===== src/rtl/stream_serializer_pkg.sv =====
// Shared types and helpers for the parallel-to-serial stream block.
// Beat-length clamping lives here so loaders and testbenches agree on it.
package stream_serializer_pkg;

    typedef enum logic [1:0] {
        IDLE,
        SHIFT,
        REWIND
    } ser_state_e;

    // Zero or out-of-range lengths select a full vector.
    function automatic int clamp_beats(input int n, input int beats);
        return (n == 0 || n > beats) ? beats : n;
    endfunction

endpackage


===== src/rtl/stream_serializer.sv =====
// Parallel-to-serial converter: loads a whole vector, emits OUT_LANES per beat.
// Rotate mode keeps the vector for replay, e.g. weights reused across neurons.
module stream_serializer
    import stream_serializer_pkg::*;
#(
    parameter  int INPUT_SIZE = 16,
    parameter  int Q_SIZE     = 16,
    parameter  int OUT_LANES  = 1,
    localparam int BEATS      = INPUT_SIZE / OUT_LANES,
    localparam int CNT_W      = $clog2(BEATS + 1)
) (
    input  logic                                clk,
    input  logic                                rst_n,
    input  logic                                in_valid,
    output logic                                in_ready,
    input  logic [INPUT_SIZE-1:0][Q_SIZE-1:0]   data_in,
    input  logic [CNT_W-1:0]                    in_beats,
    input  logic                                in_rotate,
    input  logic                                replay,
    output logic                                out_valid,
    input  logic                                out_ready,
    output logic [OUT_LANES-1:0][Q_SIZE-1:0]    out_data,
    output logic                                out_last,
    output logic                                busy
);

    localparam int VEC_W = INPUT_SIZE * Q_SIZE;
    localparam int SH    = OUT_LANES * Q_SIZE;
    localparam logic [CNT_W-1:0] BEATS_C = CNT_W'(BEATS);
    localparam logic [CNT_W-1:0] ONE_C   = CNT_W'(1);
    localparam logic [CNT_W-1:0] TWO_C   = CNT_W'(2);

    if (INPUT_SIZE % OUT_LANES != 0) begin : g_bad_lanes
        $error("INPUT_SIZE must be a multiple of OUT_LANES");
    end

    ser_state_e                         state;
    logic [INPUT_SIZE-1:0][Q_SIZE-1:0]  sreg;
    logic [INPUT_SIZE-1:0][Q_SIZE-1:0]  sreg_rot;
    logic                               held;
    logic                               rot_q;
    logic [CNT_W-1:0]                   len;
    logic [CNT_W-1:0]                   cnt;
    logic [CNT_W-1:0]                   rcnt;
    logic [CNT_W-1:0]                   len_in;
    logic                               xfer_last;
    logic                               load;

    // Rotate down by one beat: low lanes wrap to the top, nothing is lost.
    assign sreg_rot  = (sreg >> SH) | (sreg << (VEC_W - SH));
    assign len_in    = CNT_W'(clamp_beats(int'(in_beats), BEATS));
    assign xfer_last = (state == SHIFT) && out_ready && out_last;
    assign in_ready  = (state == IDLE) || (xfer_last && !rot_q);
    assign load      = in_valid && in_ready;
    assign out_data  = sreg[OUT_LANES-1:0];

    always_ff @(posedge clk) begin
        if (!rst_n) begin
            state     <= IDLE;
            sreg      <= '0;
            held      <= 1'b0;
            rot_q     <= 1'b0;
            len       <= '0;
            cnt       <= '0;
            rcnt      <= '0;
            out_valid <= 1'b0;
            out_last  <= 1'b0;
            busy      <= 1'b0;
        end else if (load) begin
            sreg      <= data_in;
            len       <= len_in;
            rot_q     <= in_rotate;
            cnt       <= '0;
            held      <= 1'b0;
            state     <= SHIFT;
            out_valid <= 1'b1;
            out_last  <= (len_in == ONE_C);
            busy      <= 1'b1;
        end else begin
            unique case (state)
                IDLE: begin
                    if (replay && held) begin
                        cnt       <= '0;
                        state     <= SHIFT;
                        out_valid <= 1'b1;
                        out_last  <= (len == ONE_C);
                        busy      <= 1'b1;
                    end
                end
                SHIFT: begin
                    if (out_ready) begin
                        sreg <= sreg_rot;
                        if (!out_last) begin
                            cnt      <= cnt + ONE_C;
                            out_last <= (cnt + TWO_C == len);
                        end else begin
                            cnt       <= '0;
                            out_valid <= 1'b0;
                            out_last  <= 1'b0;
                            if (!rot_q) begin
                                state <= IDLE;
                                held  <= 1'b0;
                                busy  <= 1'b0;
                            end else if (len == BEATS_C) begin
                                state <= IDLE;
                                held  <= 1'b1;
                                busy  <= 1'b0;
                            end else begin
                                state <= REWIND;
                                rcnt  <= BEATS_C - len;
                            end
                        end
                    end
                end
                REWIND: begin
                    // Finish the full circle so a replay starts at element 0.
                    sreg <= sreg_rot;
                    rcnt <= rcnt - ONE_C;
                    if (rcnt == ONE_C) begin
                        state <= IDLE;
                        held  <= 1'b1;
                        busy  <= 1'b0;
                    end
                end
                default: begin
                    state <= IDLE;
                end
            endcase
        end
    end

endmodule

===== config.mk =====
export PLATFORM = sky130hd
export DESIGN_NAME = stream_serializer
export DESIGN_NICKNAME = d
export VERILOG_FILES = /design/src/rtl/stream_serializer_pkg.sv /design/src/rtl/stream_serializer.sv
export SDC_FILE = /design/constraint.sdc
export NUM_CORES = 1
export LEC_CHECK = 0
export BUFFER_PORTS_ARGS = -buffer_cell sky130_fd_sc_hd__buf_2
export CORE_MARGIN = 2
export CORE_UTILIZATION = 50
export CTS_CLUSTER_DIAMETER = 40
export DETAILED_ROUTE_END_ITERATION = 10
export HOLD_SLACK_MARGIN = 0.02
export PLACE_DENSITY = 0.77
export SYNTH_ARGS = -nofsm -noshare
export SYNTH_HDL_FRONTEND = slang
export SYNTH_SLANG_ARGS = --single-unit

===== constraint.sdc =====
create_clock -name clk -period 4.4 [get_ports clk]
set_clock_uncertainty 0.2 [all_clocks]
set_input_delay 0 -clock clk [delete_from_list [all_inputs] [get_ports clk]]
set_output_delay 0 -clock clk [all_outputs]
set_load 0.01 [all_outputs]

Word-level counts from Yosys, hierarchy flattened:

Cells that the tools add are included.

* mux-type cells: 44
* order comparisons: 1
* reductions and logical operators: 25
* eq/ne operators: 19
* bitwise gates (word level): 3
* $add $sub $neg: 4

Operator list (count)
* 256-bit 2-to-1 mux: 2
* 256-bit case mux with 2 select lines: 1
* 240-bit by 256-bit bitwise OR with 256-bit output: 1
* 5-bit 2-to-1 mux: 8
* 1-bit 2-to-1 mux: 20
* 5-bit case mux with 2 select lines: 2
* 5-bit by 1-bit == test with 1-bit output, second input constant: 3
* 2-bit 2-to-1 mux: 6
* 4-bit AND reduction: 3
* 6-bit AND reduction: 2
* 2-bit inequality test, second input constant: 5
* 3-bit inequality test, second input constant: 3
* 3-bit by 2-bit inequality test with 1-bit output, second input constant: 2
* 1-bit case mux with 2 select lines: 3
* 2-bit case mux with 3 select lines: 1
* 3-bit AND reduction: 2
* 3-bit nonzero test: 2
* 5-bit by 1-bit adder with 5-bit output, second input constant: 1
* 5-bit by 2-bit adder with 5-bit output, second input constant: 1
* 5-bit == test: 1
* 5-bit == test, second input constant: 1
* 5-bit greater-than comparator, second input constant: 1
* 1-bit logical AND: 5
* 5-bit zero test: 1
* 16 further kinds: 19

* bits in registers: 278
* input bits: 267
* output and inout port bits: 20
* logic and storage cells: 122

Longest topological paths before layout:

* depth after elaboration: 8
* depth in mapped cells: 9
* mapped depth without buffers: 8

Worst setup path before layout:

Ideal clock, no wire load.

* kind: register to register
* start point: register len[0]
* end point: register busy
* buffers on the path: 0
* slack: 2.310 ns
* library setup time: 0.120 ns
* clock period less this slack: 2.090 ns
* stages on the path, launching flop included: 9
* arrival: 1.770 ns
* cells stage by stage: dfxtp_1 -> inv_1 -> ha_1 -> nor3b_1 -> ha_1 -> nor2b_1 -> o21ai_0 -> and4b_1 -> o31a_1

* cells in the longest elaborated chain, start to end: 3

RTL lines
* start: declaration: line stream_serializer.sv:42 `logic [CNT_W-1:0] len;`
* start signal: assignment: line stream_serializer.sv:71 `len <= len_in;`
* 5-bit == test: line stream_serializer.sv:104 `end else if (len == BEATS_C) begin`
* 4-bit by 3-bit inequality test with 1-bit output (no line)
* 6-bit AND reduction (no line)
* end signal: assignment: line stream_serializer.sv:103 `busy <= 1'b0;`
* end signal: assignment: line stream_serializer.sv:107 `busy <= 1'b0;`
* end signal: assignment: line stream_serializer.sv:122 `busy <= 1'b0;`
* end: declaration: line stream_serializer.sv:24 `output logic busy`

No other way between the ends.
A chain may end at the register's enable or synchronous reset.

Worst setup path in the final report:

* start point: register state[1]
* end point: register len[1]

* cells in the longest elaborated chain, start to end: 6
* elaborated cells on any way between the ends: 7
* those cells by class: 1 x eq/ne; 6 x reduce/logical

RTL lines
* start: declaration: line stream_serializer.sv:37 `ser_state_e state;`
* start signal: assignment: line stream_serializer.sv:59 `state <= IDLE;`
* start signal: assignment: line stream_serializer.sv:75 `state <= SHIFT;`
* start signal: assignment: line stream_serializer.sv:84 `state <= SHIFT;`
* 2-bit by 1-bit == test with 1-bit output: line stream_serializer.sv:52 `assign xfer_last = (state == SHIFT) && out_ready && out_last;`
* 1-bit logical AND (2 in series): line stream_serializer.sv:52
* 1-bit logical AND: line stream_serializer.sv:53 `assign in_ready = (state == IDLE) || (xfer_last && !rot_q);`
* 1-bit logical OR (*): line stream_serializer.sv:53
* 1-bit logical AND (*): line stream_serializer.sv:54 `assign load = in_valid && in_ready;`

Mark *: on every way between the ends. The rest lies on a longest branch, timed or not.

==> results.md <==
* Placed insts at 1827
* Ys flop type: dfxtp_1
* Post-Place Worst Slack at 1.39 ns
* Number of routed nets with antenna violations at 0
* Top post-synthesis cells by area: dfxtp_1 (43%), mux2i_1 (20%), a211oi_1 (15%), nor2_1 (7.7%), buf_4 (2.5%)
* Via density per instance at 5.69
* Max Cap Viol at 0
* DIE HEIGHT at 164 µm
* Final nets at 2114
* Fin util at 74.0%
* CP startpoint kind: flop
* Status: complete, no violations
* Layout Cells excl Fill at 2203
* Global route total overflow at 0
* Core area at 25200 µm²
* Power, Total at 8.18 mW
* CP Capture Type: flop
* Worst Setup Path Type: flop to flop
* Design area at 18600 µm²
* Worst-path fanout max at 17
* RSZ-0062 raised after global routing: no
* Mean Syn Cell Area at 9.62 µm²
* Vias in the first global route at 12900
* Routed WL at 43.9 mm
* Cell area after synthesis at 12800 µm²
* Slew Viols, Final at 0
* Seq/Total Area, Yosys at 43.4%
* Initial core utilization at 50.9%
* Clock root buffer: clkbuf_16
* CTS resizes at 0
* Critical Path End: len[1]$_SDFFE_PN0P_
* DRC at 0
* GRT Util Overall at 31.6%
* Worst vdd ir at 0.000467 V
* Worst Setup SP: state[1]$_SDFFE_PP0P_
* CTS Buf Count at 43
* Yosys cell types at 50
* DRT iter0 DRCs at 1243
* Count of input and output buffers at 286
* Leakage at 8.91 nW
* Fin. Hold Viols at 0
* WP data arrival at 3.86 ns
* PD cells at 439 nW/µm²
* Largest net degree at the start of global routing at 161
* DP Area at 14200 µm²
* Setup_tns at 0 ns
* Clock buffer depth at 3
* Slew HR at 35.6%
* Final GP Congestion at 0.904
* Cells after Synth at 1333
* # IOs at 287
* Ys async rst share at 0%
* CTS tree: done
* FF-to-FF setup slack at 0.81 ns
* Post-DP HPWL at 23.6 mm
* Path depth of the worst reg2reg path at 8
* Classification of the worst-slack hold path: input pin to flop
* Tcrit/Tclk final at 81.5%
* Worst skew pair latency at 0.52 ns
* Wire per inst at 19.9 µm
* First-pass GRT wire length at 67.0 mm
* Largest area contributor in the netlist: dfxtp_1
* Vias at 12500
* Drt first pass iters at 7
* Most common cell in the netlist: dfxtp_1
* H-tree lvl count at 2
* Number of synthesized flops with an enable pin at 0
* Required time of the critical path at 4.67 ns
* Crit path time final at 3.59 ns
* Initial antenna violation count at 4
* Post-synth top cells: dfxtp_1 (278), nor2_1 (263), mux2i_1 (260), a211oi_1 (258), buf_2 (58)
* Setup violators final at 0
* Die Area at 26900 µm²
* Clock transition at path regs at 0.06 ns
* YS warnings at 0
* Synth top area share at 43.4%
* Cell Rows at 58
* Layout cells sized above 1 at 20.7%
* Worst setup margin at 0.812 ns
* DIE WIDTH at 164 µm
* Achievable frequency at 279 MHz
* Worst R2R End: len[1]$_SDFFE_PN0P_
* Layout area overhead at 45.3%
* Tightest Pin Transition at 0.966 ns
* Hold Slack at 0.106 ns
* Syn_nets at 1612
* CTS Sinks at 278
* Critical register-to-register path startpoint: state[1]$_SDFFE_PP0P_
* Flops & latches, synth at 278
==> cells by family after synthesis <==
group / count (synthesis) / synth area share (%)
fa+ha+maj: 12 / 1.17
flops: 278 / 43.4
mux: 262 / 20.5
simple gates: 315 / 10.1
compound gates: 303 / 17.7
xor+xnor: 12 / 0.820
buf+inv: 151 / 6.33
==> repair_timing <==
item	4_1_cts	5_1_grt
hold buffers	293	0
hold endpoints to repair	278	0
setup buffers	0	0
==> report_power, final <==
group          internal [mW]  total, mW  leakage (nW)  switching (mW)
clock                   2.33       3.64         0.739            1.31
sequential              2.82       3.06          2.30           0.240
combinational          0.734       1.48          5.87           0.749
==> cell type report <==
| class | count | area (µm²) |
|---|---|---|
| fill | 1552 | 6560 |
| multi-input combinational | 904 | 6450 |
| sequential | 278 | 5570 |
| timing repair buffer | 595 | 4600 |
| clock buffer | 50 | 1120 |
| tap | 330 | 413 |
| clock inverter | 29 | 410 |
| inverter | 13 | 56.3 |
| antenna | 4 | 10.0 |
==> cells in the final DEF (no fill, tap or decap), types with 4 or more instances in the layout <==
cell type / instances
dlygate4sd3_1: 293
buf_2: 286
dfxtp_1: 278
nor2_1: 263
mux2i_1: 260
a211oi_1: 258
clkbuf_16: 43
nand2_1: 16
inv_1: 12
ha_1: 12
a21oi_1: 11
inv_6: 10
buf_12: 9
bufinv_16: 8
xor2_1: 7
buf_4: 7
nor2b_1: 5
o21ai_0: 5
xnor2_1: 5
clkbuf_1: 5
diode_2: 4
nand3_1: 4
nor3_1: 4
a31oi_1: 4
clkinvlp_4: 4
==> worst max-delay path, cell delays in order, from the launching register on <==
cell	delay (ns)
dfxtp_1	0.31
inv_1	0.11
ha_1	0.59
and4b_1	0.38
o21a_1	0.47
nand3b_1	0.16
dlygate4sd3_1	0.60
a21oi_1	0.14
dlygate4sd3_1	0.56
==> metal layers <==
metal | GRT usage, % | part of all wire (%) | up-vias
met1 | 36.0 | 39 | 5846
met4 | 17.2 | 5.0 | 2
met2 | 55.5 | 50 | 633
met3 | 6.01 | 6.3 | 192
met5 | 0 | 0.021 | -
li1 | - | - | 5873
==> sequential cells by signal, indices dropped and copies added (netlist names) <==
name	cells
sreg	240
out_data	16
cnt	5
len	5
rcnt	5
state	2
busy	1
held	1
out_last	1
out_valid	1
rot_q	1
==> worst min path at each step <==
stage / startpoint / endpoint / slack (ns) / cells past startpoint
floorplan: rst_n / rcnt[4]$_SDFFE_PN0P_ / -0.08 / 1
global placement: in_rotate / rot_q$_SDFFE_PN0P_ / 0.04 / 3
detailed placement: in_rotate / rot_q$_SDFFE_PN0P_ / 0.05 / 3
CTS: data_in[143] / sreg[143]$_SDFFE_PN0P_ / 0.09 / 4
global route: data_in[143] / sreg[143]$_SDFFE_PN0P_ / 0.12 / 4
finish: data_in[143] / sreg[143]$_SDFFE_PN0P_ / 0.11 / 4
(Power assumes the default switching activity.)
